File: src/rtl/rv_isa_pkg.sv
// RV32I encoding constants, immediate limits and the request payload shared by
// the instruction encoder/writer and its field packer.
package rv_isa_pkg;

  typedef enum logic [1:0] {
    FMT_R = 2'b00,
    FMT_I = 2'b01,
    FMT_S = 2'b10,
    FMT_B = 2'b11
  } fmt_e;

  typedef enum logic [1:0] {
    ST_IDLE = 2'b00,
    ST_RUN  = 2'b01,
    ST_FULL = 2'b10
  } state_e;

  localparam logic [6:0] OP_LOAD   = 7'b0000011;
  localparam logic [6:0] OP_STORE  = 7'b0100011;
  localparam logic [6:0] OP_BRANCH = 7'b1100011;
  localparam logic [6:0] OP_OP     = 7'b0110011;

  localparam int unsigned INST_W = 32;

  // 12-bit I/S immediate and 13-bit (even) branch offset
  localparam int IMM12_MIN = -2048;
  localparam int IMM12_MAX = 2047;
  localparam int IMM13_MIN = -4096;
  localparam int IMM13_MAX = 4094;

  typedef struct packed {
    fmt_e        fmt;
    logic [6:0]  opcode;
    logic [4:0]  rd;
    logic [4:0]  rs1;
    logic [4:0]  rs2;
    logic [2:0]  funct3;
    logic [6:0]  funct7;
    logic [31:0] imm;
  } inst_req_t;

  function automatic logic imm_in_range(input logic [31:0] imm, input int lo, input int hi);
    return ($signed(imm) >= lo) && ($signed(imm) <= hi);
  endfunction

endpackage

File: src/rtl/inst_pack.sv
// Combinational fields-to-word encoder for R/I/S/B formats with an
// immediate legality flag.
module inst_pack
  import rv_isa_pkg::*;
(
  input  inst_req_t           req,
  output logic [INST_W-1:0]   word_c,
  output logic                imm_ok_c
);

  always_comb begin
    word_c   = '0;
    imm_ok_c = 1'b1;
    case (req.fmt)
      FMT_R: begin
        word_c = {req.funct7, req.rs2, req.rs1, req.funct3, req.rd, req.opcode};
      end
      FMT_I: begin
        word_c   = {req.imm[11:0], req.rs1, req.funct3, req.rd, req.opcode};
        imm_ok_c = imm_in_range(req.imm, IMM12_MIN, IMM12_MAX);
      end
      FMT_S: begin
        word_c   = {req.imm[11:5], req.rs2, req.rs1, req.funct3, req.imm[4:0], req.opcode};
        imm_ok_c = imm_in_range(req.imm, IMM12_MIN, IMM12_MAX);
      end
      FMT_B: begin
        word_c   = {req.imm[12], req.imm[10:5], req.rs2, req.rs1, req.funct3,
                    req.imm[4:1], req.imm[11], req.opcode};
        // branch offsets are halfword-aligned; an odd offset is unencodable
        imm_ok_c = imm_in_range(req.imm, IMM13_MIN, IMM13_MAX) && !req.imm[0];
      end
      default: begin
        word_c   = '0;
        imm_ok_c = 1'b1;
      end
    endcase
  end

endmodule

File: src/rtl/inst_encoder_writer.sv
// Encodes decoded instruction fields and streams the words into instruction
// memory through a single held output register.
module inst_encoder_writer
  import rv_isa_pkg::*;
#(
  parameter int unsigned DEPTH  = 64,
  parameter int unsigned ADDR_W = 8
) (
  input  logic              clk,
  input  logic              rst,
  input  logic              start,
  input  logic              in_valid,
  output logic              in_ready,
  input  logic [1:0]        in_fmt,
  input  logic [6:0]        in_opcode,
  input  logic [4:0]        in_rd,
  input  logic [4:0]        in_rs1,
  input  logic [4:0]        in_rs2,
  input  logic [2:0]        in_funct3,
  input  logic [6:0]        in_funct7,
  input  logic [31:0]       in_imm,
  output logic              mem_wr_en,
  input  logic              mem_ready,
  output logic [ADDR_W-1:0] mem_addr,
  output logic [31:0]       mem_wdata,
  output logic              busy,
  output logic              done,
  output logic              err_imm
);

  localparam int unsigned CNT_W = $clog2(DEPTH) + 1;

  if ((DEPTH < 2) || ((DEPTH & (DEPTH - 1)) != 0)) begin : g_depth_chk
    $error("DEPTH must be a power of two and at least 2");
  end
  if ((64'd1 << ADDR_W) < 64'(4 * DEPTH)) begin : g_addr_chk
    $error("ADDR_W too narrow to byte-address DEPTH words");
  end

  state_e            state;
  logic [CNT_W-1:0]  issue_cnt;
  logic [CNT_W-1:0]  wr_cnt;
  logic [CNT_W-1:0]  wr_cnt_nxt;
  inst_req_t         req;
  logic [INST_W-1:0] word;
  logic              imm_ok;
  logic              accept;
  logic              wr_fire;

  assign req = '{
    fmt:    fmt_e'(in_fmt),
    opcode: in_opcode,
    rd:     in_rd,
    rs1:    in_rs1,
    rs2:    in_rs2,
    funct3: in_funct3,
    funct7: in_funct7,
    imm:    in_imm
  };

  inst_pack u_pack (
    .req      (req),
    .word_c   (word),
    .imm_ok_c (imm_ok)
  );

  // The output register may take a new word in the same cycle the old one drains.
  assign in_ready   = (state == ST_RUN) && !start && (issue_cnt < CNT_W'(DEPTH)) &&
                      (!mem_wr_en || mem_ready);
  assign accept     = in_valid && in_ready;
  assign wr_fire    = mem_wr_en && mem_ready;
  assign wr_cnt_nxt = wr_cnt + CNT_W'(wr_fire);

  always_ff @(posedge clk) begin
    if (rst) begin
      state     <= ST_IDLE;
      issue_cnt <= '0;
      wr_cnt    <= '0;
      mem_wr_en <= 1'b0;
      mem_addr  <= '0;
      mem_wdata <= '0;
      busy      <= 1'b0;
      done      <= 1'b0;
      err_imm   <= 1'b0;
    end else if (start) begin
      // restart from any state, flushing a word still waiting on memory
      state     <= ST_RUN;
      issue_cnt <= '0;
      wr_cnt    <= '0;
      mem_wr_en <= 1'b0;
      busy      <= 1'b1;
      done      <= 1'b0;
      err_imm   <= 1'b0;
    end else begin
      if (wr_fire) begin
        wr_cnt    <= wr_cnt_nxt;
        mem_wr_en <= 1'b0;
      end
      if (accept) begin
        if (imm_ok) begin
          mem_wr_en <= 1'b1;
          mem_addr  <= ADDR_W'(issue_cnt) << 2;
          mem_wdata <= word;
          issue_cnt <= issue_cnt + CNT_W'(1);
        end else begin
          err_imm   <= 1'b1;
        end
      end
      if ((state == ST_RUN) && (wr_cnt_nxt == CNT_W'(DEPTH))) begin
        state <= ST_FULL;
        busy  <= 1'b0;
        done  <= 1'b1;
      end
    end
  end

endmodule

File: config.mk
export PLATFORM = sky130hd
export DESIGN_NAME = inst_encoder_writer
export DESIGN_NICKNAME = d
export VERILOG_FILES = /design/src/rtl/rv_isa_pkg.sv /design/src/rtl/inst_pack.sv /design/src/rtl/inst_encoder_writer.sv
export SDC_FILE = /design/constraint.sdc
export NUM_CORES = 1
export LEC_CHECK = 0
export CAP_MARGIN = 25
export CORE_ASPECT_RATIO = 0.7
export CORE_MARGIN = 1.5
export CORE_UTILIZATION = 45
export DETAILED_ROUTE_END_ITERATION = 8
export DONT_BUFFER_PORTS = 1
export PLACE_DENSITY_LB_ADDON = 0.3
export SLEW_MARGIN = 10
export SYNTH_ARGS = -nofsm -noshare
export SYNTH_HDL_FRONTEND = slang
export SYNTH_SLANG_ARGS = --single-unit
File: constraint.sdc
create_clock -name clk -period 1.9 [get_ports clk]
set_input_delay 0.19 -clock clk [delete_from_list [all_inputs] [get_ports clk]]
set_output_delay 0.19 -clock clk [all_outputs]
set_load 0.05 [all_outputs]
==> summary.md <==
| Metric | Value |
|---|---|
| Kind of path behind the tightest hold check | `input port to flip-flop` |
| Measured slew at the worst slew-check pin | `0.7503 ns` |
| Y dimension of the die | `67.77 um` |
| Final total power | `2.182 mW` |
| Pin count of the biggest net entering global routing | `40` |
| CTS H-Tree Depth | `2` |
| Unrepaired setup endpoints after global routing | `true` |
| Final nets | `416` |
| Total number of placement rows | `23` |
| Maximum clock skew at final layout | `0.007479 ns` |
| Final WL | `7113 um` |
| Startpoint types | `flip-flop` |
| Netlist area before placement | `2696 um^2` |
| Remaining antenna violation count | `0` |
| Type of the worst setup path | `flip-flop to flip-flop` |
| Kind of capture point of the worst setup path | `flip-flop` |
| Wire length of the first global-routing pass | `11070 um` |
| Setup-violating endpoint count in the final report | `0` |
| Worst Setup Slack post-DPL | `-0.3574 ns` |
| Clock slew seen by the registers of the worst setup and hold paths | `0.10 ns` |
| Remaining Overflow, GRT | `0` |
| Antenna violations before repair | `0` |
| Diodes inserted | `0` |
| Total Negative Setup Slacks | `0 ns` |
| Final-report hold violation count | `0` |
| Routed via count | `2503` |
| Number of vias per cell | `6.046` |
| Post-layout util | `56.00%` |
| Worst-case headroom to the max-slew limit | `49.98%` |
| Share of flip-flops with an asynchronous set or reset after synthesis | `0%` |
| Buffers inserted during post-CTS setup optimization | `0` |
| Most instantiated flip-flop cell in the synthesis netlist | `sky130_fd_sc_hd__dfxtp_1` |
| Final critical-path required period | `1.890 ns` |
| Maximum fanout count along the critical path | `3` |
| Seq cells post-synth | `56` |
| Floorplan die width | `95.52 um` |
| Count of max-cap constraint violations | `0` |
| Average instance area after synthesis | `8.452 um^2` |
| Fraction of layout cells with a size suffix above 1 | `22.12%` |
| TritonCTS Sinks | `56` |
| Core region area | `5756 um^2` |
| Longest Clk Path Bufs | `2` |
| Cts bufs inserted | `5` |
| Total routing resource utilization after global routing | `22.34%` |
| Result of the run | `finished, final reports clean` |
| Final setup margin | `0.01045 ns` |
| Total power density per cell area | `676.9 nW/um^2` |
| Post-DP HPWL | `4909 um` |
| Data arrival at the endpoint of the critical path | `2.09 ns` |
| Die footprint | `6473 um^2` |
| Layout area overhead | `19.54%` |
| Clock latency on the worst-skew pair | `0.31 ns` |
| Number of max-slew violations in the final report | `0` |
| Share of the clock period used by the worst path | `99.45%` |
| Clk Tree Root Cell | `sky130_fd_sc_hd__clkbuf_8` |
| Remaining routing DRC violations | `0` |
| Worst voltage drop across the vdd grid | `0.3815 mV` |
| Number of distinct library cells after synthesis | `42` |
| Top-level port count | `116` |
| Quantity of I/O buffers inserted on ports | `0` |
| Starting density of the core | `46.85%` |
| Count of mapped cells out of synthesis | `319` |
| Proportion of synthesized chip area in sequential cells | `41.58%` |
| Synthesis Warnings | `0` |
| Number of global-route vias before repair | `2307` |
| Number of enable flip-flop cells after synthesis | `0` |
| Maximum operating frequency | `529.2 MHz` |
| Detailed router's first-iteration violation count | `167` |
| Clock tree from TritonCTS | `yes` |
| Final GP Congestion | `0.8124` |
| Required time of the worst setup path | `2.10 ns` |
| Mean routed wirelength per cell | `17.18 um` |
| Leakage power figure | `1.074 nW` |
| Number of iterations in the first detailed-routing pass | `4` |
power breakdown:
part	internal [mW]	leakage, nW	total [mW]	switching (mW)
registers	1.18	0.454	1.21	0.0297
logic	0.0811	0.568	0.237	0.156
clock network	0.338	0.0523	0.734	0.396
repair_timing:
| action | 4_1_cts | 5_1_grt |
|---|---|---|
| endpoints found under the setup margin | 3 | 14 |
| hold buffers | 2 | 0 |
| resized for setup | 1 | 7 |
| pin swaps | 1 | 0 |
| endpoints found under the hold margin | 38 | 0 |
| gates cloned | 1 | 0 |
cell type report:
cell class                      instances  area, um^2
Fill cell                             558        2532
Multi-Input combinational cell        237        1580
Sequential cell                        56        1132
Timing Repair Buffer                   34       292.8
Clock buffer                            6       93.84
Tap cell                               75       93.84
Inverter                                4       17.52
Clock inverter                          2       12.51
state kept, by name, indices dropped and copies added, names as in the netlist:
name / count
issue_cnt: 7
err_imm: 1
wr_cnt: 7
mem_wdata: 32
mem_wr_en: 1
mem_addr: 6
state: 2
worst paths after layout:
check | from | endpoint | slack [ns] | depth (start not counted)
max reg2reg | mem_wr_en | state[0] | 0.01 | 8
max | mem_wr_en | state[0] | 0.01 | 8
min | in_rs1[1] | mem_wdata[16] | 0.01 | 2
min reg2reg | mem_wdata[3] | mem_wdata[3] | 0.48 | 2
critical path, cell delays in order (launching register included):
cell	delay [ns]
sky130_fd_sc_hd__dfxtp_4	0.37
sky130_fd_sc_hd__nand2_4	0.07
sky130_fd_sc_hd__inv_4	0.04
sky130_fd_sc_hd__ha_4	0.16
sky130_fd_sc_hd__ha_4	0.21
sky130_fd_sc_hd__or3_4	0.35
sky130_fd_sc_hd__or4_4	0.43
sky130_fd_sc_hd__a21oi_2	0.13
sky130_fd_sc_hd__nor2_1	0.04
cells by family (layout without fill, tap and decap cells):
kind of cell	Yosys count	count (layout)	synth area share, %
compound gates	121	122	27.15
simple gates	99	99	20.65
flops	56	56	41.58
buf+inv	28	46	4.965
fa+ha+maj	7	7	3.248
xor+xnor	7	7	2.274
other cells	1	2	0.1391
cell usage in the layout (no fill, tap or decap), drive strengths merged, types with 2 or more instances in the layout:
| cell | n |
|---|---|
| or4 | 4 |
| and3 | 3 |
| or3 | 7 |
| buf | 33 |
| o31ai | 2 |
| nand4 | 10 |
| conb | 2 |
| nand3 | 25 |
| a21oi | 52 |
| xor2 | 3 |
| o21ai | 29 |
| inv | 4 |
| a31oi | 2 |
| nand2b | 2 |
| or2 | 3 |
| nor4 | 6 |
| nor3 | 4 |
| and2 | 2 |
| a22oi | 16 |
| nor2 | 14 |
| ha | 7 |
| xnor2 | 4 |
| nor2b | 2 |
| clkbuf | 6 |
| a2111oi | 2 |
| a211oi | 16 |
| dfxtp | 56 |
| nand2 | 15 |
Yosys cell counts, drive strengths merged, types with 2 or more instances:
cell type | n | area share (%)
ha | 7 | 3.2
xor2 | 3 | 0.97
dfxtp | 56 | 42
o31ai | 2 | 0.56
and2 | 2 | 0.46
nand2b | 2 | 0.46
xnor2 | 4 | 1.3
clkbuf | 13 | 1.8
nand3 | 25 | 4.6
a22oi | 16 | 4.5
nor2 | 14 | 2.0
inv | 4 | 0.56
nor2b | 2 | 0.46
a211oi | 16 | 4.5
o21ai | 29 | 5.4
a21oi | 52 | 9.7
nand2 | 15 | 2.1
and3 | 3 | 0.70
or4 | 4 | 1.1
nor4 | 6 | 1.9
or2 | 3 | 0.70
buf | 11 | 2.6
nor3 | 4 | 1.3
a31oi | 2 | 0.46
nand4 | 10 | 2.3
or3 | 7 | 1.8
stage by stage:
step / hold slack [ns] / instances / area (um^2)
global placement: 0.2598 / 402 / 3032
global route: 0.0002991 / 414 / 3223
CTS: 0.007786 / 413 / 3187
finish: 0.01016 / 414 / 3223
floorplan: 0.3061 / 320 / 2818
detailed placement: 0.2618 / 402 / 3032
layer usage:
layer	global-route usage [%]	up-vias	part of all wire (%)
li1	-	1231	-
met4	7.169	0	1.3
met3	6.757	10	7.7
met2	35.48	82	44
met1	29.06	1180	47
met5	0	-	0
No activity file was read; power rests on OpenSTA's default activity.
